## src/rtl/ram_slot_seq_if.sv

```systemverilog
// ram_slot_seq_if: slot requests in, DRAM strobes and acknowledges out.
// master drives requests, slave is the sequencer.
interface ram_slot_seq_if;
   logic       cycsel_en;
   logic       cycsel;
   logic       cpu_req;
   logic       cpu_rw;
   logic       vid_req;
   logic       ref_tick;
   logic       ras_n;
   logic       cas_n;
   logic       we_n;
   logic       addr_col;
   logic       cpu_dtack;
   logic       vid_ack;
   logic       ref_ack;
   logic [1:0] ref_pend;

   modport master (
      output cycsel_en, cycsel, cpu_req, cpu_rw,
      output vid_req, ref_tick,
      input  ras_n, cas_n, we_n, addr_col,
      input  cpu_dtack, vid_ack, ref_ack, ref_pend
   );

   modport slave (
      input  cycsel_en, cycsel, cpu_req, cpu_rw,
      input  vid_req, ref_tick,
      output ras_n, cas_n, we_n, addr_col,
      output cpu_dtack, vid_ack, ref_ack, ref_pend
   );
endinterface

```

## src/rtl/ram_slot_seq.sv

```systemverilog
// ram_slot_seq: 8-clk32 DRAM slot sequencer for CPU, video and refresh.
// ACTIVE t=0..5, PRECH t=6..7; every output is a flop.
module ram_slot_seq (
   input logic           clk32,
   input logic           res,
   ram_slot_seq_if.slave bus
);
   typedef enum logic [1:0] {IDLE, ACTIVE, PRECH} state_t;
   typedef enum logic [1:0] {G_NONE, G_CPU, G_VID, G_REF} grant_t;

   state_t     st_q, st_d;
   grant_t     gnt_q, gnt_d, pick;
   logic [2:0] t_q, t_d;
   logic       wr_q, wr_d;
   logic       ras_n_q, ras_n_d;
   logic       cas_n_q, cas_n_d;
   logic       we_n_q, we_n_d;
   logic       col_q, col_d;
   logic       dtack_q, dtack_d;
   logic       vack_q, vack_d;
   logic       rack_q, rack_d;
   logic [1:0] pend_q, pend_d;
   logic       start, act, mem, dec;

   always_comb begin
      pick = G_NONE;
      if (bus.cycsel) begin
         if (bus.cpu_req && !dtack_q) pick = G_CPU;
         else if (pend_q != 2'd0)     pick = G_REF;
      end else begin
         if (bus.vid_req)             pick = G_VID;
         else if (pend_q != 2'd0)     pick = G_REF;
      end
   end

   always_comb begin
      start = bus.cycsel_en && (st_q != ACTIVE);
      st_d  = st_q;
      t_d   = t_q;
      gnt_d = gnt_q;
      wr_d  = wr_q;
      if (start) begin
         st_d  = ACTIVE;
         t_d   = 3'd0;
         gnt_d = pick;
         wr_d  = !bus.cpu_rw;
      end else begin
         unique case (st_q)
            ACTIVE: begin
               if (t_q == 3'd5) st_d = PRECH;
               t_d = t_q + 3'd1;
            end
            PRECH: begin
               if (t_q == 3'd7) begin
                  st_d = IDLE;
                  t_d  = 3'd0;
               end else begin
                  t_d = t_q + 3'd1;
               end
            end
            default: ;
         endcase
      end
   end

   // Outputs are decoded from the next state so they align with t.
   always_comb begin
      act     = (st_d == ACTIVE);
      mem     = (gnt_d == G_CPU) || (gnt_d == G_VID);
      ras_n_d = !(act && gnt_d != G_NONE);
      col_d   = act && mem && (t_d >= 3'd2);
      cas_n_d = !(act && mem && (t_d >= 3'd3));
      we_n_d  = !(act && gnt_d == G_CPU && wr_d && (t_d >= 3'd2));
      vack_d  = act && (gnt_d == G_VID) && (t_d == 3'd5);
      rack_d  = act && (gnt_d == G_REF) && (t_d == 3'd5);
   end

   always_comb begin
      if (st_q == ACTIVE && gnt_q == G_CPU && t_q == 3'd3 && bus.cpu_req)
         dtack_d = 1'b1;
      else if (!bus.cpu_req)
         dtack_d = 1'b0;
      else
         dtack_d = dtack_q;
   end

   // A tick landing on the decrement cycle cancels out.
   always_comb begin
      dec    = rack_d && (pend_q != 2'd0);
      pend_d = pend_q;
      if (bus.ref_tick && !dec && pend_q != 2'd3)
         pend_d = pend_q + 2'd1;
      else if (dec && !bus.ref_tick)
         pend_d = pend_q - 2'd1;
   end

   always_ff @(posedge clk32 or posedge res) begin
      if (res) begin
         st_q    <= IDLE;
         t_q     <= 3'd0;
         gnt_q   <= G_NONE;
         wr_q    <= 1'b0;
         ras_n_q <= 1'b1;
         cas_n_q <= 1'b1;
         we_n_q  <= 1'b1;
         col_q   <= 1'b0;
         dtack_q <= 1'b0;
         vack_q  <= 1'b0;
         rack_q  <= 1'b0;
         pend_q  <= 2'd0;
      end else begin
         st_q    <= st_d;
         t_q     <= t_d;
         gnt_q   <= gnt_d;
         wr_q    <= wr_d;
         ras_n_q <= ras_n_d;
         cas_n_q <= cas_n_d;
         we_n_q  <= we_n_d;
         col_q   <= col_d;
         dtack_q <= dtack_d;
         vack_q  <= vack_d;
         rack_q  <= rack_d;
         pend_q  <= pend_d;
      end
   end

   assign bus.ras_n     = ras_n_q;
   assign bus.cas_n     = cas_n_q;
   assign bus.we_n      = we_n_q;
   assign bus.addr_col  = col_q;
   assign bus.cpu_dtack = dtack_q;
   assign bus.vid_ack   = vack_q;
   assign bus.ref_ack   = rack_q;
   assign bus.ref_pend  = pend_q;
endmodule

```

## src/flat_wrapper.sv

```systemverilog
// flat-port wrapper written by rule: the top's interface ports become plain ports
module ram_slot_seq_flat 
  (clk32, res, bus_cycsel_en, bus_cycsel, bus_cpu_req, bus_cpu_rw, bus_vid_req, bus_ref_tick, bus_ras_n, bus_cas_n, bus_we_n, bus_addr_col, bus_cpu_dtack, bus_vid_ack, bus_ref_ack, bus_ref_pend);
  ram_slot_seq_if bus_i ();
  input logic clk32;
  input logic res;
  input wire logic [$bits(bus_i.cycsel_en)-1:0] bus_cycsel_en;
  input wire logic [$bits(bus_i.cycsel)-1:0] bus_cycsel;
  input wire logic [$bits(bus_i.cpu_req)-1:0] bus_cpu_req;
  input wire logic [$bits(bus_i.cpu_rw)-1:0] bus_cpu_rw;
  input wire logic [$bits(bus_i.vid_req)-1:0] bus_vid_req;
  input wire logic [$bits(bus_i.ref_tick)-1:0] bus_ref_tick;
  output wire logic [$bits(bus_i.ras_n)-1:0] bus_ras_n;
  output wire logic [$bits(bus_i.cas_n)-1:0] bus_cas_n;
  output wire logic [$bits(bus_i.we_n)-1:0] bus_we_n;
  output wire logic [$bits(bus_i.addr_col)-1:0] bus_addr_col;
  output wire logic [$bits(bus_i.cpu_dtack)-1:0] bus_cpu_dtack;
  output wire logic [$bits(bus_i.vid_ack)-1:0] bus_vid_ack;
  output wire logic [$bits(bus_i.ref_ack)-1:0] bus_ref_ack;
  output wire logic [$bits(bus_i.ref_pend)-1:0] bus_ref_pend;
  assign bus_i.cycsel_en = bus_cycsel_en;
  assign bus_i.cycsel = bus_cycsel;
  assign bus_i.cpu_req = bus_cpu_req;
  assign bus_i.cpu_rw = bus_cpu_rw;
  assign bus_i.vid_req = bus_vid_req;
  assign bus_i.ref_tick = bus_ref_tick;
  assign bus_ras_n = bus_i.ras_n;
  assign bus_cas_n = bus_i.cas_n;
  assign bus_we_n = bus_i.we_n;
  assign bus_addr_col = bus_i.addr_col;
  assign bus_cpu_dtack = bus_i.cpu_dtack;
  assign bus_vid_ack = bus_i.vid_ack;
  assign bus_ref_ack = bus_i.ref_ack;
  assign bus_ref_pend = bus_i.ref_pend;
  ram_slot_seq u_core (.clk32(clk32), .res(res), .bus(bus_i));
endmodule
```

## config.mk

```make
export PLATFORM = sky130hd
export DESIGN_NAME = ram_slot_seq_flat
export DESIGN_NICKNAME = d
export VERILOG_FILES = /design/src/rtl/ram_slot_seq_if.sv /design/src/rtl/ram_slot_seq.sv /design/src/flat_wrapper.sv
export SDC_FILE = /design/constraint.sdc
export NUM_CORES = 1
export LEC_CHECK = 0
export CAP_MARGIN = 20
export CELL_PAD_IN_SITES_DETAIL_PLACEMENT = 1
export CELL_PAD_IN_SITES_GLOBAL_PLACEMENT = 2
export CORE_MARGIN = 8
export CORE_UTILIZATION = 31
export CTS_BUF_LIST = sky130_fd_sc_hd__clkbuf_8
export CTS_CLUSTER_DIAMETER = 40
export CTS_CLUSTER_SIZE = 28
export DETAILED_ROUTE_END_ITERATION = 10
export PLACE_DENSITY_LB_ADDON = 0.1
export SETUP_SLACK_MARGIN = 0.15
export SYNTH_ARGS = -nofsm -noshare
export SYNTH_HDL_FRONTEND = slang
export SYNTH_SLANG_ARGS = --single-unit
export TNS_END_PERCENT = 10
```

## constraint.sdc

```tcl
create_clock -name clk32 -period 2.45 [get_ports clk32]
set_clock_uncertainty 0.2 [all_clocks]
set_input_delay 0.49 -clock clk32 [delete_from_list [all_inputs] [get_ports clk32]]
set_output_delay 0.49 -clock clk32 [all_outputs]
set_load 0.05 [all_outputs]
```

==> impl_metrics.env <==
export IMPL_outcome="finished clean"
export IMPL_cts_buffers=3
export IMPL_grtUsageTotal_pct=9.39
export IMPL_core_area_um2=3080
export IMPL_fin_crit_ns=2.34
export IMPL_synthCells=95
export IMPL_p_comb_share_pct=62.7
export IMPL_tritoncts="yes"
export IMPL_timing_hold_ws_ns=0.301
export IMPL_cp_start_kind="register"
export IMPL_drt_wl_total_um=2260
export IMPL_layout_drive_gt1_share_pct=29.4
export IMPL_initial_core_util_pct=32.6
export IMPL_cp_max_fo=9
export IMPL_fp_row_count=20
export IMPL_switching_share_pct=41.2
export IMPL_antenna_found_initial=0
export IMPL_grt_ovfl_total=0
export IMPL_drc=0
export IMPL_die_w_um=72.9
export IMPL_grt_pass1_wl_um=3960
export IMPL_wl_per_cell_um=13.3
export IMPL_dp_hpwl_um=1810
export IMPL_die_height_um=72.9
export IMPL_firstDrtPassIters=4
export IMPL_fin_crit_sh_pct=95.7
export IMPL_vias_per_cell=4.63
export IMPL_ctsHoldBuffers=0
export IMPL_hold_viol=0
export IMPL_clk_latency_ns=0.25
export IMPL_synth_async_reset_ratio_pct=100
export IMPL_yosysWarningCount=0
export IMPL_intPower_w=0.00102
export IMPL_p_seq_share_pct=25.1
export IMPL_min_path_type="register to register"
export IMPL_layout_common_cells="clkdlybuf4s50_1, inv_1, dfrtp_1, buf_4, nor2_1"
export IMPL_final_antenna_net_count=0
export IMPL_irDropWorstVdd_mv=0.319
export IMPL_critPathCaptureType="register"
export IMPL_syn_num_nets=113
export IMPL_drv_slew=0
export IMPL_synth_top_cell_area_share_pct=34.9
export IMPL_netlist_area_um2=1000
export IMPL_p_clk_share_pct=12.2
export IMPL_crit_arrival_ns=2.30
export IMPL_crit_type="register to register"
export IMPL_tightest_slew_ns=0.665
export IMPL_area_growth_pct=38.9
export IMPL_antenna_cells=0
export IMPL_ys_seq_elements=17
export IMPL_path_clk_slew_ns=0.07
export IMPL_die_area_um2=5320
export IMPL_max_freq_mhz=427
export IMPL_rsz0062_at_grt="yes"
export IMPL_clk_path_buf_depth=2
export IMPL_nNetsFinal=145
export IMPL_p_leak_nw=0.637
export IMPL_grt_max_degree=18
export IMPL_ys_flop_type="dfrtp_1"
export IMPL_syn_area_per_cell_um2=10.6
export IMPL_vias=787
export IMPL_relSlewSlack_pct=55.6
export IMPL_timing_reg2reg_setup_slack_ns=0.11
export IMPL_gp_congestion=0.740
export IMPL_clock_root_buffer="clkbuf_8"
export IMPL_setup_viol=0
export IMPL_netlist_top_cells_area="dfrtp_1, ha_1, dfstp_2"
export IMPL_ys_seq_area_share_pct=42.7
export IMPL_num_io_pins=17
export IMPL_io_buffers=16
export IMPL_synth_top_area_cell="dfrtp_1"
export IMPL_finalSetupTns_ns=0
export IMPL_switching_power_w=0.000716
export IMPL_power_density_nw_per_um2=1250
export IMPL_maxCapViolCount=0
export IMPL_final_common_cell="clkdlybuf4s50_1"
export IMPL_cts_sinks=17
export IMPL_grt_pass1_vias=855
export IMPL_synth_cell_types=38
export IMPL_required_ns=2.41
export IMPL_synth_edf_count=0
export IMPL_drtIter0Drc=41
export IMPL_h_tree_depth=1
## final timing paths
| path | depth (start not counted) | from | end |
|---|---|---|---|
| max in group asynchronous | 2 | res | u_core.st_q[1] |
| min in group asynchronous | 2 | res | u_core.bus.vid_ack |
| hold reg to reg | 2 | u_core.wr_q | u_core.wr_q |
| setup / recovery | 8 | u_core.st_q[0] | u_core.bus.ref_pend[0] |
| setup reg to reg | 8 | u_core.st_q[0] | u_core.bus.ref_pend[0] |
| hold / removal | 2 | u_core.wr_q | u_core.wr_q |
## area by class of cell
cell class | count | area, µm²
sequential | 17 | 430
timing repair buffer | 28 | 250
fill | 351 | 1680
clock buffer | 3 | 41.3
tap | 44 | 55.1
multi-input combinational | 64 | 562
clock inverter | 1 | 7.51
inverter | 13 | 48.8
## state kept, by name (all words and copies together) (netlist names)
name	count
u_core.bus.ref_pend	2
u_core.bus.cas_n	1
u_core.gnt_q	2
u_core.t_q	3
u_core.bus.we_n	1
u_core.st_q	2
u_core.bus.cpu_dtack	1
u_core.bus.ras_n	1
u_core.bus.vid_ack	1
u_core.bus.ref_ack	1
u_core.wr_q	1
u_core.bus.addr_col	1
## logic make-up after synthesis
family                     after synthesis  synth area share [%]
AOI/OAI and AO/OA                       21                  18.1
xor gates and xnor gates                 1                 0.872
adders and majority gates               10                  12.5
buffers and inverters                   14                  5.98
DFF                                     17                  42.7
muxes                                    1                  1.49
and+or+nand+nor                         31                  18.4
## power by group through the flow
stage	combinational, W	sequential [W]	clock [W]
4_1_cts	0.00110	0.000437	0.000221
2_1_floorplan	0.000569	0.000525	0
3_3_place_gp	0.000997	0.000437	0
5_1_grt	0.00120	0.000449	0.000234
6_report	0.00109	0.000436	0.000211
3_5_place_dp	0.00101	0.000439	0
## per-stage QoR
stage | instances | instance area (µm²) | setup WS, ns | utilization [%] | total power (W)
finish | 170 | 1400 | 0.105 | 45.3 | 0.00174
global route | 170 | 1400 | -0.0163 | 45.3 | 0.00188
CTS | 170 | 1400 | 0.0967 | 45.3 | 0.00176
detailed placement | 165 | 1300 | -0.173 | 42.3 | 0.00145
global placement | 165 | 1300 | -0.0401 | 42.3 | 0.00143
floorplan | 95 | 1010 | 0.0992 | - | 0.00109
## critical path, cell delays in order, from the launching register on
cell	delay [ns]
dfrtp_1	0.41
inv_1	0.09
ha_4	0.34
and2b_1	0.22
a221oi_4	0.20
and3_1	0.21
nand3_2	0.12
and4b_2	0.25
nor4_2	0.22
## Yosys cell counts, drive strengths merged, types with 2 or more instances
library cell	number
a21boi	2
a21oi	2
and2b	4
dfrtp	14
dfstp	3
ha	10
inv	13
nand2	5
nand2b	3
nand3	3
nor2	7
nor3	2
o21ai	4
o22a	2
o31ai	2
## repair_timing
action                                  CTS  global route
pin swaps                                 3             0
buffers inserted                          1             0
endpoints found under the setup margin    2             3
gates resized for setup                   8             0
## per-layer routing
metal,share of wire (%),GRT usage (%)
met5,0,0
met2,48,15.1
met3,3.6,2.88
met1,48,11.4
met4,0.89,3.33
No activity file was read; power rests on OpenSTA's default activity.
